`config.mk`:
```
export PLATFORM = sky130hd
export DESIGN_NAME = alu_arbiter
export DESIGN_NICKNAME = d
export VERILOG_FILES = /design/src/rtl/alu_arbiter.sv
export SDC_FILE = /design/constraint.sdc
export NUM_CORES = 1
export LEC_CHECK = 0
export ABC_CLOCK_PERIOD_IN_PS = 2950
export BUFFER_PORTS_ARGS = -buffer_cell sky130_fd_sc_hd__buf_4
export CAP_MARGIN = 10
export CORE_MARGIN = 2
export CORE_UTILIZATION = 42
export CTS_CLUSTER_SIZE = 16
export DETAILED_ROUTE_END_ITERATION = 10
export PLACE_DENSITY = 0.77
export SETUP_SLACK_MARGIN = 0.4
export SYNTH_ARGS = -nofsm -noshare
export SYNTH_HDL_FRONTEND = slang
export SYNTH_SLANG_ARGS = --single-unit
```
`constraint.sdc`:
```
create_clock -name clk -period 2.95 [get_ports clk]
set_clock_uncertainty 0.2 [all_clocks]
set_input_delay 0.1475 -clock clk [delete_from_list [all_inputs] [get_ports clk]]
set_output_delay 0.1475 -clock clk [all_outputs]
set_load 0.05 [all_outputs]
```
`src/rtl/alu_arbiter.sv`:
```
// alu_arbiter: round-robin sharing of one single-cycle ALU between two valid/ready requesters.
// Optional ALU_ARB_STATS_EN adds saturating 16-bit per-requester grant counters.
module alu_arbiter #(
  parameter int DATA_WIDTH = 32,
  parameter int CTRL_WIDTH = 3
) (
  input  logic                  clk,
  input  logic                  rst,
  input  logic                  req0_valid,
  output logic                  req0_ready,
  input  logic [DATA_WIDTH-1:0] req0_op1,
  input  logic [DATA_WIDTH-1:0] req0_op2,
  input  logic [CTRL_WIDTH-1:0] req0_ctrl,
  input  logic                  req1_valid,
  output logic                  req1_ready,
  input  logic [DATA_WIDTH-1:0] req1_op1,
  input  logic [DATA_WIDTH-1:0] req1_op2,
  input  logic [CTRL_WIDTH-1:0] req1_ctrl,
  output logic                  rsp0_valid,
  input  logic                  rsp0_ready,
  output logic                  rsp1_valid,
  input  logic                  rsp1_ready,
  output logic [DATA_WIDTH-1:0] rsp_result,
  output logic                  rsp_zero,
  output logic [DATA_WIDTH-1:0] aluop1,
  output logic [DATA_WIDTH-1:0] aluop2,
  output logic [CTRL_WIDTH-1:0] alucontrol,
  input  logic [DATA_WIDTH-1:0] aluresult,
  input  logic                  zero
`ifdef ALU_ARB_STATS_EN
  ,
  output logic [15:0]           grant_cnt0,
  output logic [15:0]           grant_cnt1
`endif
);
  typedef enum logic [1:0] {IDLE, EXEC, RESP} state_t;
  state_t                state;
  logic                  last_grant, owner;
  logic [DATA_WIDTH-1:0] op1_r, op2_r;
  logic [CTRL_WIDTH-1:0] ctrl_r;
  logic                  idle, take;
  assign idle       = state == IDLE;
  // Contention goes to whoever was not served last.
  assign req0_ready = idle && req0_valid && (!req1_valid || last_grant);
  assign req1_ready = idle && req1_valid && (!req0_valid || !last_grant);
  assign take       = req0_ready || req1_ready;
  assign aluop1     = state == EXEC ? op1_r : '0;
  assign aluop2     = state == EXEC ? op2_r : '0;
  assign alucontrol = state == EXEC ? ctrl_r : '0;
  assign rsp0_valid = state == RESP && !owner;
  assign rsp1_valid = state == RESP && owner;
  always_ff @(posedge clk or posedge rst) begin
    if (rst) begin
      state      <= IDLE;
      last_grant <= 1'b1;
      owner      <= 1'b0;
      op1_r      <= '0;
      op2_r      <= '0;
      ctrl_r     <= '0;
      rsp_result <= '0;
      rsp_zero   <= 1'b0;
    end else begin
      case (state)
        IDLE: if (take) begin
          op1_r      <= req1_ready ? req1_op1 : req0_op1;
          op2_r      <= req1_ready ? req1_op2 : req0_op2;
          ctrl_r     <= req1_ready ? req1_ctrl : req0_ctrl;
          owner      <= req1_ready;
          last_grant <= req1_ready;
          state      <= EXEC;
        end
        EXEC: begin
          rsp_result <= aluresult;
          rsp_zero   <= zero;
          state      <= RESP;
        end
        RESP: if (owner ? rsp1_ready : rsp0_ready) state <= IDLE;
        default: state <= IDLE;
      endcase
    end
  end
`ifdef ALU_ARB_STATS_EN
  always_ff @(posedge clk or posedge rst) begin
    if (rst) begin
      grant_cnt0 <= '0;
      grant_cnt1 <= '0;
    end else begin
      if (req0_ready && grant_cnt0 != 16'hFFFF) grant_cnt0 <= grant_cnt0 + 16'd1;
      if (req1_ready && grant_cnt1 != 16'hFFFF) grant_cnt1 <= grant_cnt1 + 16'd1;
    end
  end
`endif
endmodule
```
; ---- Word-level counts from Yosys, hierarchy flattened
; Index checks and enable logic that the tools add are counted.
[totals]
regBits = 104
in_bits = 173
output_inout_bits = 104
word_cells = 38
[op_classes]
n_eq_ne = 4
mux = 10
n_reduce_logical = 16
[op_table]
columns = operator, count
row1 = $mux W32, 4
row2 = $logic_and A1 B1 Y1, 6
row3 = $mux W3, 2
row4 = $pmux W2 S3, 1
row5 = $logic_not A1 Y1, 4
row6 = $mux W2, 2
row7 = $ne A2 B1 Y1 const B, 2
row8 = $reduce_and A2 Y1, 2
row9 = $logic_or A1 B1 Y1, 3
row10 = $eq A2 B1 Y1 const B, 1
row11 = $eq A2 B2 Y1 const B, 1
row12 = $logic_not A2 Y1, 1
row13 = $mux W1, 1

; ---- Longest topological paths before layout
[logic_depth]
word_depth = 6
depth_mapped = 6

; ---- Least setup slack after synthesis
; Ideal clock, no wire load.
[synth_path]
path_kind = register to output
from = register state[0]
to = output alucontrol[0]
arrival_ns = 1.387
path_slack_ns = 1.215
stages_incl_launch_ff = 5
path_buffers = 2
path_cell_list = dfrtp_1 nor2b_1 buf_2 clkbuf_1 and2_1
[synth_via]
elab_chain_len = 2
[synth_rtl]
columns = element, line
row1 = "start, declared", 37  ; state_t state;
row2 = "start signal, assigned", 54  ; state <= IDLE;
row3 = "start signal, assigned", 70  ; state <= EXEC;
row4 = "start signal, assigned", 75  ; state <= RESP;
row5 = $eq A2 B1 Y1, 49  ; assign alucontrol = state == EXEC ? ctrl_r : '0;
row6 = $mux W3, 49
row7 = "end, declared", 27  ; output logic [CTRL_WIDTH-1:0] alucontrol,
; No other way between the ends.

; ---- Worst setup path after layout
[layout_path]
from = register state[1]
to = register op1_r[0]
[layout_via]
elab_chain_len = 5
word_cells_on_any_way = 8
classes_between = 1 x mux / 7 x reduce/logical
[layout_rtl]
columns = element, line
row1 = $logic_not A2 Y1 (*), "42, 63"
row2 = "$logic_and A1 B1 Y1, on equally long branches (2 in series)", "44, 45"
row3 = $logic_or A1 B1 Y1, 46  ; assign take = req0_ready || req1_ready;
row4 = $reduce_and A2 Y1 (no line), n/a
row5 = "end signal, assigned", 65  ; op1_r <= req1_ready ? req1_op1 : req0_op1;
row6 = "end, declared", 39  ; logic [DATA_WIDTH-1:0] op1_r, op2_r;
; Every way passes the cells marked *; elsewhere a longest branch is shown, timed or not.
; A chain may end at the register's enable or synchronous reset.

==> results.yml <==
cells_and_area:
  drive_gt1_share_pct: 41.1
  finalNonFillerCells: 1020
  syn2layout_area_growth_pct: 61.6
  layout.nets: 1012
  n_antenna_cell: 0
  fin_area_sq_mm: 0.00935
clocking:
  numCtsBuffers: 9
  cts_buffer_depth: 2
  postCtsSetupBuffers: 0
  path_clk_slew_ns: 0.07
  cts.sinks: 104
  clk-insertion-delay-late_ns: 0.34
  root_buffer: "clkbuf_16"
  htreeDepth: 3
  cts_tree: "done"
die:
  pin_count: 277
  fp.dieH_um: 121
  start_util_pct: 43.3
  core_sq_mm: 0.0133
  fp.dieW_um: 121
  rows: 42
  die_area_sq_mm: 0.0147
route:
  ant_nets: 0
  via_per_inst: 5.67
  via_count: 5782
  routed_wl_um: 20500
  post_drt_wl_per_cell_um: 20.1
  drt_iter0_drc: 434
  drt-pass1-iter-count: 5
  drc: 0
timing:
  worst_slack_ns: 0.532
  rsz0062_at_grt: "false"
  whs_ns: 0.00346
  period_minus_slack_ns: 2.42
  max_slew.worst_pin.slew_ns: 0.870
  report.final.slew_viol_count: 0
  clock.fmax_ghz: 0.414
  max-slew-margin-rel_pct: 41.8
  hold_viol_final: 0
  fin_setup_tns_ns: 0
  post-route-period-util_pct: 82.0
  setup_viol: 0
synthesis:
  avgSynthCellArea_sq_um: 11.9
  ys_types: 26
  ys_ff_latch: 104
  synth_top_area_share_pct: 44.6
  syn_area_sq_mm: 0.00578
  synth.top_cells.by_area: "dfrtp_1, a221o_1, and4_1, and2_1, nor3b_2"
  seq_area_frac_synth_pct: 45.0
  synthCells: 488
  synth.largest_area_cell: "dfrtp_1"
  synthesis.nets: 661
  yosysWarnings: 0
global_route:
  grt_start_max_net_pins: 102
  met2_usage_pct: 47.4
  grt_pass1_wl_um: 31100
  grt_overflow_total: 0
  gr-usage-met1_pct: 33.0
  track_usage_pct: 27.0
  grtUsageMet3_pct: 5.59
  antenna_found_initial: 0
  grt_pass1_vias: 5779
  grt.busiest_layer: "met2"
setup_path:
  crit_cells: 5
  reg2reg_slack_ns: 0.53
  cp.required_ns: 2.97
  reg2reg_to: "op1_r[0]"
  crit_family: "buffers and inverters"
  crit_buf_inv: 2
  crit_slowest_cell: "dlygate4sd3_1"
  crit_path_end: "op1_r[0]"
  cp.arrival_ns: 2.44
  ff2ff_path_depth: 5
  max_stage_delay_ns: 0.57
  worstReg2RegStart: "state[1]"
  end_kind: "flip-flop"
  worstSetupStartpoint: "state[1]"
  crit_chain: "nor2_4, o21ai_4, buf_4, a221o_1, dlygate4sd3_1"
  crit_path_max_fanout: 68
  startpoint_type: "flip-flop"
  crit_type: "reg2reg"
worst_hold_path:
  min-delay-start: "req1_op2[29]"
  hp-class: "in2reg"
power_and_ir_drop:
  p_per_area_mw_per_mm2: 1070
  power_leakage_nw: 4.31
  ir_drop_mv: 0.795
run:
  max-cap-violations: 0
placement:
  io_buffer_count: 276
  dp_cells: 889
  placed_area_sq_mm: 0.00789
  gp_congestion: 0.769
  pre_cts_ws_ns: 0.853
  place_hpwl_um: 12200
run_status:
  status: "finished, final reports clean"
[kinds of logic (layout without fill, tap and decap cells)]
group,Yosys count,in the layout,share of synthesized area (%)
mux,34,34,6.62
compound gates,71,71,12.1
buf+inv,67,423,6.21
flops,104,104,45.0
simple gates,212,212,30.0
[through the flow]
| stage | total power, mW | util, % |
|---|---|---|
| after CTS | 9.86 | 70.0 |
| after detailed placement | 8.42 | 59.1 |
| after global routing | 10.4 | 70.0 |
| after floorplan | 6.79 | - |
| after global placement | 8.27 | 59.1 |
| final | 9.96 | 70.0 |
[cell usage in the layout (no fill, tap or decap)]
master,Yosys,routed
a21o_1,2,2
a221o_1,67,67
and2_1,67,67
and4_1,67,67
buf_12,0,4
buf_4,4,282
buf_6,10,1
bufinv_16,0,1
clkbuf_16,0,9
clkbuf_8,0,1
clkinv_2,0,2
clkinvlp_4,0,2
dfrtp_1,103,103
dfstp_2,1,1
dlygate4sd3_1,0,115
inv_1,4,3
inv_2,1,1
inv_6,0,2
mux2_1,30,30
mux2_2,4,4
nand2_2,1,1
nand2b_1,2,2
nand3_1,1,1
nand3_2,1,1
nor2_1,2,2
nor2_4,2,2
nor2b_4,0,1
nor3b_1,37,37
nor3b_2,30,30
o21ai_4,0,1
o21bai_1,1,1
or2_4,0,1
[sequential cells by signal, summed over array words and instances, names as in the netlist]
name / flops
op1_r: 32
op2_r: 32
rsp_result: 32
ctrl_r: 3
state: 2
last_grant: 1
owner: 1
rsp_zero: 1
[final cells by class]
type | count | area (sq um)
inverter | 5 | 22.5
fill | 882 | 4000
timing repair buffer | 402 | 3360
tap | 176 | 220
multi-input combinational | 317 | 2840
sequential | 104 | 2600
clock inverter | 6 | 65.1
clock buffer | 10 | 239
[repair_timing]
| item | 4_1_cts | 5_1_grt |
|---|---|---|
| hold endpoints to repair | 135 | 0 |
| gates resized for setup | 0 | 1 |
| hold buffers | 115 | 0 |
| setup endpoints to repair | 0 | 1 |
[power breakdown]
group / switching (mW) / internal, mW / total (mW) / leakage [nW]
sequential: 0.469 / 2.18 / 2.65 / 1.24
combinational: 3.83 / 2.26 / 6.09 / 2.92
clock: 0.537 / 0.685 / 1.22 / 0.149
total: 4.84 / 5.12 / 9.96 / 4.31
[Yosys cell counts, drive strengths merged]
library cell,instances
o21bai,1
and4,67
nor2b,1
nand2,1
dfstp,1
dfrtp,103
nor3b,67
a21o,2
inv,5
nor2,4
nand3,2
nand2b,2
clkbuf,34
a221o,67
mux2,34
buf,28
and2,67
o21ai,1
or2,1
[routing by layer]
metal | up-vias | wire length (um)
li1 | 2565 | -
met1 | 2872 | 7910
met2 | 299 | 10500
met3 | 46 | 1500
met4 | 0 | 543
met5 | - | 0
[how the worst min path moves through the flow]
stage,endpoint,slack (ns),depth (start not counted)
floorplan,rsp_result[0],0.08,1
global placement,rsp_result[9],0.13,2
detailed placement,rsp_result[9],0.14,2
CTS,op2_r[14],0.0007,3
global route,op1_r[13],0.005,3
finish,op2_r[29],0.003,3
[worst reg2reg max path, stage by stage, from the launching register on]
cell	delay (ns)
dfrtp_1	0.45
nor2_4	0.17
o21ai_4	0.07
buf_4	0.37
a221o_1	0.48
dlygate4sd3_1	0.57
(Power assumes the default switching activity.)
